File: src/rtl/l2_arb_pkg.sv
// l2_arbiter shared types.
// FSM states, requester ids and default widths.
package l2_arb_pkg;

  localparam int ADDR_W_DEF = 32;
  localparam int LINE_W_DEF = 128;

  typedef enum logic [1:0] {
    IDLE,
    BUSY,
    RESP
  } arb_state_e;

  typedef enum logic {
    REQ_I,
    REQ_D
  } req_id_e;

endpackage

File: src/rtl/l2_arbiter_sat_counter32.sv
// 32-bit saturating event counter.
// Holds at all-ones instead of wrapping.
module sat_counter32 (
  input  logic        clk_i,
  input  logic        rst_i,
  input  logic        inc_i,
  output logic [31:0] cnt_o
);

  logic [31:0] cnt_q;
  logic [31:0] cnt_d;

  // next value, pinned at the ceiling
  always_comb begin
    cnt_d = cnt_q;
    if (cnt_q != 32'hFFFF_FFFF) begin
      cnt_d = cnt_q + 32'd1;
    end
  end

  // count only on an increment strobe
  always_ff @(posedge clk_i or posedge rst_i) begin
    if (rst_i) begin
      cnt_q <= '0;
    end else if (inc_i) begin
      cnt_q <= cnt_d;
    end
  end

  assign cnt_o = cnt_q;

endmodule

File: src/rtl/l2_arbiter.sv
// Round-robin I/D arbiter for the single L2 port.
// One line transaction in flight; all outputs registered.
module l2_arbiter
  import l2_arb_pkg::*;
#(
  parameter int ADDR_W = ADDR_W_DEF,
  parameter int LINE_W = LINE_W_DEF
) (
  input  logic              clk_i,
  input  logic              rst_i,
  input  logic              i_req_i,
  input  logic [ADDR_W-1:0] i_addr_i,
  output logic              i_ack_o,
  output logic [LINE_W-1:0] i_rdata_o,
  input  logic              d_req_i,
  input  logic              d_we_i,
  input  logic [ADDR_W-1:0] d_addr_i,
  input  logic [LINE_W-1:0] d_wdata_i,
  output logic              d_ack_o,
  output logic [LINE_W-1:0] d_rdata_o,
  output logic              l2_req_o,
  output logic              l2_we_o,
  output logic [ADDR_W-1:0] l2_addr_o,
  output logic [LINE_W-1:0] l2_wdata_o,
  input  logic              l2_ack_i,
  input  logic [LINE_W-1:0] l2_rdata_i,
  output logic [31:0]       i_grant_cnt_o,
  output logic [31:0]       d_grant_cnt_o
);

  arb_state_e        state_q, state_d;
  req_id_e           grant_q, grant_d;
  req_id_e           last_q, last_d;
  logic              l2_req_q, l2_req_d;
  logic              we_q, we_d;
  logic [ADDR_W-1:0] addr_q, addr_d;
  logic [LINE_W-1:0] wdata_q, wdata_d;
  logic [LINE_W-1:0] resp_q, resp_d;
  logic              i_ack_q, i_ack_d;
  logic              d_ack_q, d_ack_d;
  logic              i_inc, d_inc;
  logic              pick_i;

  // I wins if alone, or on a tie when D went last
  assign pick_i = i_req_i & (~d_req_i | (last_q == REQ_D));

  // next-state, grant and response capture
  always_comb begin
    state_d  = state_q;
    grant_d  = grant_q;
    last_d   = last_q;
    l2_req_d = l2_req_q;
    we_d     = we_q;
    addr_d   = addr_q;
    wdata_d  = wdata_q;
    resp_d   = resp_q;
    i_ack_d  = 1'b0;
    d_ack_d  = 1'b0;
    i_inc    = 1'b0;
    d_inc    = 1'b0;
    unique case (state_q)
      IDLE: begin
        if (i_req_i | d_req_i) begin
          state_d  = BUSY;
          l2_req_d = 1'b1;
          if (pick_i) begin
            grant_d = REQ_I;
            addr_d  = i_addr_i;
            we_d    = 1'b0;
            wdata_d = '0;
            i_inc   = 1'b1;
          end else begin
            grant_d = REQ_D;
            addr_d  = d_addr_i;
            we_d    = d_we_i;
            wdata_d = d_wdata_i;
            d_inc   = 1'b1;
          end
        end
      end
      BUSY: begin
        if (l2_ack_i) begin
          state_d  = RESP;
          l2_req_d = 1'b0;
          resp_d   = l2_rdata_i;
          i_ack_d  = (grant_q == REQ_I);
          d_ack_d  = (grant_q == REQ_D);
        end
      end
      RESP: begin
        last_d  = grant_q;
        state_d = IDLE;
      end
      default: state_d = IDLE;
    endcase
  end

  // state and registered outputs
  always_ff @(posedge clk_i or posedge rst_i) begin
    if (rst_i) begin
      state_q  <= IDLE;
      grant_q  <= REQ_I;
      last_q   <= REQ_D;
      l2_req_q <= 1'b0;
      we_q     <= 1'b0;
      addr_q   <= '0;
      wdata_q  <= '0;
      resp_q   <= '0;
      i_ack_q  <= 1'b0;
      d_ack_q  <= 1'b0;
    end else begin
      state_q  <= state_d;
      grant_q  <= grant_d;
      last_q   <= last_d;
      l2_req_q <= l2_req_d;
      we_q     <= we_d;
      addr_q   <= addr_d;
      wdata_q  <= wdata_d;
      resp_q   <= resp_d;
      i_ack_q  <= i_ack_d;
      d_ack_q  <= d_ack_d;
    end
  end

  sat_counter32 u_i_cnt (
    .clk_i (clk_i),
    .rst_i (rst_i),
    .inc_i (i_inc),
    .cnt_o (i_grant_cnt_o)
  );

  sat_counter32 u_d_cnt (
    .clk_i (clk_i),
    .rst_i (rst_i),
    .inc_i (d_inc),
    .cnt_o (d_grant_cnt_o)
  );

  assign l2_req_o   = l2_req_q;
  assign l2_we_o    = we_q;
  assign l2_addr_o  = addr_q;
  assign l2_wdata_o = wdata_q;
  assign i_ack_o    = i_ack_q;
  assign d_ack_o    = d_ack_q;
  assign i_rdata_o  = resp_q;
  assign d_rdata_o  = resp_q;

endmodule
File: config.mk
export PLATFORM = sky130hd
export DESIGN_NAME = l2_arbiter
export DESIGN_NICKNAME = d
export VERILOG_FILES = /design/src/rtl/l2_arb_pkg.sv /design/src/rtl/l2_arbiter_sat_counter32.sv /design/src/rtl/l2_arbiter.sv
export SDC_FILE = /design/constraint.sdc
export NUM_CORES = 1
export LEC_CHECK = 0
export CAP_MARGIN = 10
export CORE_AREA = 2 2 314 316
export CTS_CLUSTER_DIAMETER = 150
export CTS_CLUSTER_SIZE = 24
export DETAILED_ROUTE_END_ITERATION = 6
export DIE_AREA = 0 0 316 318
export SKIP_LAST_GASP = 1
export SLEW_MARGIN = 40
export SYNTH_ARGS = -nofsm -noshare
export SYNTH_HDL_FRONTEND = slang
export SYNTH_SLANG_ARGS = --single-unit
File: constraint.sdc
create_clock -name clk_i -period 13.7 [get_ports clk_i]
set_clock_uncertainty 0.2 [all_clocks]
set_input_delay 2.055 -clock clk_i [delete_from_list [all_inputs] [get_ports clk_i]]
set_output_delay 2.055 -clock clk_i [all_outputs]
set_load 0.01 [all_outputs]
### After elaboration in Yosys (flattened, before gate mapping)

Index checks and enable logic that the tools add are counted.

* bits in registers: 360
* input bits: 326
* output and inout port bits: 484
* word-level logic and storage cells: 52

* $add $sub $neg: 2
* equality and inequality tests: 6
* mux-type cells: 19
* bitwise gates (word level): 5
* reduce and logical (&&, ||, !) cells: 8

Operator list (count)
* 128-bit 2-to-1 mux: 1
* 32-bit by 1-bit adder with 32-bit output, second input constant: 2
* 32-bit inequality test, second input constant: 2
* 32-bit 2-to-1 mux: 1
* 1-bit 2-to-1 mux: 13
* 2-bit AND reduction: 5
* 2-bit 2-to-1 mux: 2
* 2-bit inequality test, second input constant: 2
* 2-bit case mux with 2 select lines: 1
* 3-bit AND reduction: 1
* 2-bit by 1-bit == test with 1-bit output, second input constant: 1
* 2-bit == test, second input constant: 1
* 2-bit logical NOT: 1
* 1-bit inverter: 2
* 1-bit OR: 2
* 1-bit case mux with 2 select lines: 1
* 2-bit nonzero test: 1
* 1-bit AND: 1

### Longest topological paths before layout

* depth in word-level cells: 7
* gate-level depth with buffers: 7
* depth with buffers taken out: 6

### By module

A second synthesis with hierarchy kept.

* cell total of the unflattened synthesis: 1197
* area, all modules: 15307.2 um^2

Modules (own cells, without submodules)
* l2_arbiter: times used 1, cells an instance 901, area each 12144.1 um^2, sequential area each 7408.4 um^2
* sat_counter32: times used 2, cells an instance 148, area each 1581.5 um^2, sequential area each 800.8 um^2

### Least setup slack after synthesis

Ideal clock, no wire load.

* kind: in2reg
* start: input i_req_i
* end: register u_d_cnt.cnt_q[7] (netlist: u_d_cnt.cnt_o[7])
* library setup time: 0.127 ns
* arrival: 3.269 ns
* required time: 13.373 ns
* path slack: 10.104 ns
* stages: 6
* buffers on the path: 1
* path through: a211oi_1 -> and2_1 -> clkbuf_1 -> and3_1 -> nand4_1 -> xnor2_1

* cells in the longest elaborated chain, start to end: 5
* elaborated cells on any way between the ends: 6
* those cells by class: mux: 3; bitwise: 2; reduce/logical: 1

Ends and longest elaborated chain
* start: declaration: line l2_arbiter.sv:11 `input logic i_req_i,`
* 1-bit AND: line l2_arbiter.sv:45 `assign pick_i = i_req_i & (~d_req_i | (last_q == REQ_D));`
* 1-bit 2-to-1 mux: line l2_arbiter.sv:66 `if (pick_i) begin`
* 1-bit 2-to-1 mux *: line l2_arbiter.sv:63 `if (i_req_i | d_req_i) begin`
* 1-bit 2-to-1 mux *: line l2_arbiter.sv:61 `unique case (state_q)`
* 2-bit AND reduction (no line) *
* end signal: assignment: line l2_arbiter_sat_counter32.sv:26 `cnt_q <= cnt_d;`
* end: declaration: line l2_arbiter_sat_counter32.sv:10 `logic [31:0] cnt_q;`

Every way passes the cells marked *; elsewhere a longest branch is shown, timed or not.
A chain may end at the register's enable or synchronous reset.

### Final worst setup path

* start: input l2_ack_i
* end: register resp_q[77] (netlist: d_rdata_o[77])

* cells in the longest elaborated chain, start to end: 1

Ends and longest elaborated chain
* start: declaration: line l2_arbiter.sv:25 `input logic l2_ack_i,`
* 2-bit AND reduction (no line)
* end signal: assignment: line l2_arbiter.sv:119 `resp_q <= resp_d;`
* end: declaration: line l2_arbiter.sv:38 `logic [LINE_W-1:0] resp_q, resp_d;`

Every way passes these cells.

==> results_dict.tcl <==
set metrics [dict create \
    netlist_area_sq_mm 0.0150 \
    drtPass1Iterations 5 \
    cap_viol_max_count 0 \
    clock-sinks 360 \
    coreArea_sq_mm 0.0974 \
    synth_top_area_frac 0.598 \
    synth_top_flop_cell "dfrtp_1" \
    yosys-top-cells-area "dfrtp_1 (60%), nand2_1 (11%), a22o_1 (7.5%)" \
    status "finished, final reports clean" \
    max-vdd-ir-drop_v 0.0000856 \
    via_per_inst 3.75 \
    period_needed_ps 4470 \
    synth_cells 1404 \
    dieArea_sq_mm 0.100 \
    ys_warn_count 0 \
    cp-end-kind "register" \
    cts_resized 0 \
    worstMarginPinSlew_ps 862 \
    finalCritPeriodShare 0.326 \
    worstPathRequired_ps 14010 \
    grt_antenna_before_repair 10 \
    vias 12539 \
    finalHoldViolCount 0 \
    cp.arrival_ps 4780 \
    synth-edff-count 0 \
    clkTransAtPathRegs_ps 100 \
    remaining_drc_errors 0 \
    post_cts_buffers 0 \
    clk_latency_ps 570 \
    worstSetupPathType "primary input to register" \
    worstRegToRegCells 6 \
    rsz0062_at_grt "false" \
    grt_max_degree 112 \
    htree_num_levels 1 \
    ys_ff_latch 360 \
    root_buffer "clkbuf_16" \
    relSlewSlack 0.425 \
    r2r_slack_ps 10640 \
    setup_viol_count_final 0 \
    hold_depth 2 \
    cts_tree "yes" \
    synth_cell_types 40 \
    synth_nets 1732 \
    syn_avg_cell_area_sq_um 10.7 \
    port_buffers 809 \
    slew_viol_final 0 \
    holdWs_ps 285 \
    die_x_um 316 \
    synth_top_cell_by_area "dfrtp_1" \
    p_leak_nw 10.5 \
    numCtsBuffers 19 \
    first_global_vias 12582 \
    routed_wl_um 61600 \
    async_flop_share 1.00 \
    wl_per_cell_um 18.4 \
    overflow 0 \
    fin_nets 2377 \
    gp_routability_congestion 0.843 \
    timing.fmax_mhz 224 \
    hold_buffers 0 \
    track_usage 0.116 \
    power-per-cell-area_mw_per_mm2 197 \
    area_delta_synth_final_pct 61.2 \
    setup_tns_ps 0 \
    drive_gt1_frac 0.0268 \
    p_total_mw 4.76 \
    start_util 0.154 \
    hp-class "register to register" \
    dp_hpwl_um 47200 \
    grt_pass1_wl_um 87700 \
    io_pins 810 \
    start_kind "primary input" \
    drt_iter0_markers 789 \
    cts_buffer_depth 3 \
    rows 115 \
    ys_seq_area_frac 0.600 \
    route.antenna.remaining_nets 0 \
    worstPathMaxFanout 79 \
    die_h_um 318 \
]
-- sequential cells by signal, summed over array words and instances (netlist names) --
register and count:
l2_addr_o 32, l2_wdata_o 128, u_i_cnt.cnt_o 32, l2_we_o 1, grant_q 1, i_ack_o 1, d_rdata_o 128, d_ack_o 1
state_q 2, last_q 1, l2_req_o 1, u_d_cnt.cnt_o 32
-- cell families (layout without fill, tap and decap cells) --
group	Yosys count	count (layout)	synth area share
and+or+nand+nor	563	563	0.162
DFF	360	360	0.600
buffers and inverters	208	855	0.0853
AOI/OAI and AO/OA	175	175	0.0921
xor gates and xnor gates	62	62	0.0362
muxes	34	34	0.0228
adders and majority gates	2	2	0.00167
other	0	3	0
-- final timing paths --
kind                               from        endpoint
min reg2reg                l2_addr_o[2]    l2_addr_o[2]
min                        l2_addr_o[2]    l2_addr_o[2]
max reg2reg                  state_q[1]   d_rdata_o[77]
max                            l2_ack_i   d_rdata_o[77]
max in group asynchronous         rst_i  l2_wdata_o[61]
min in group asynchronous         rst_i        l2_req_o
-- metal layers --
metal | GRT usage | vias to the layer above | part of all wire
met5 | 0 | - | 0.0016
met4 | 0.0203 | 16 | 0.015
met3 | 0.0403 | 51 | 0.094
met2 | 0.206 | 491 | 0.50
met1 | 0.134 | 6108 | 0.39
li1 | - | 5873 | -
-- layout make-up --
type | count | area (sq um)
diodes | 3 | 7.51
clock buffers | 19 | 475
clock inverters | 4 | 37.5
fillers | 10367 | 73200
inverters | 9 | 48.8
multi-input cells | 836 | 4770
flip-flops and latches | 360 | 9010
well taps | 1287 | 1610
repair buffers | 823 | 8250
-- cell usage in the layout (no fill, tap or decap), drive strengths merged, types with 17 or more instances in the layout --
cell type / count
nor2: 19
dfrtp: 359
xnor2: 45
nand3: 28
clkbuf: 19
o21ai: 36
nand2: 439
mux2i: 32
a22o: 129
nand4: 36
clkdlybuf4s50: 809
xor2: 17
-- worst max-delay path, stage by stage --
cell and delay (ps):
clkdlybuf4s50_1 540, nand3_4 530, inv_4 760, buf_6 540
nand2_1 130, nand2_1 80
-- Yosys cell counts (10+ instances only) --
master	count
xor2_1	17
and3_1	13
buf_4	128
nand3_1	28
buf_2	10
nand2_1	439
xnor2_1	45
clkbuf_1	55
o21ai_0	34
dfrtp_1	359
mux2i_1	32
nand4_1	34
nor2_1	19
a22o_1	129
-- power breakdown --
part / switching [mW] / internal (mW)
clock network: 0.387 / 0.256
logic: 1.05 / 1.28
registers: 0.338 / 1.46
total: 1.77 / 2.99
-- per-stage QoR --
stage	setup slack, ps	cells	area [sq um]	utilization
after floorplan	1460	1404	15000	-
after global placement	8340	3313	23600	0.242
after detailed placement	8270	3313	23600	0.243
after CTS	8920	3336	24100	0.248
after global routing	8980	3338	24200	0.248
final	9230	3341	24200	0.248
(Power assumes the default switching activity.)
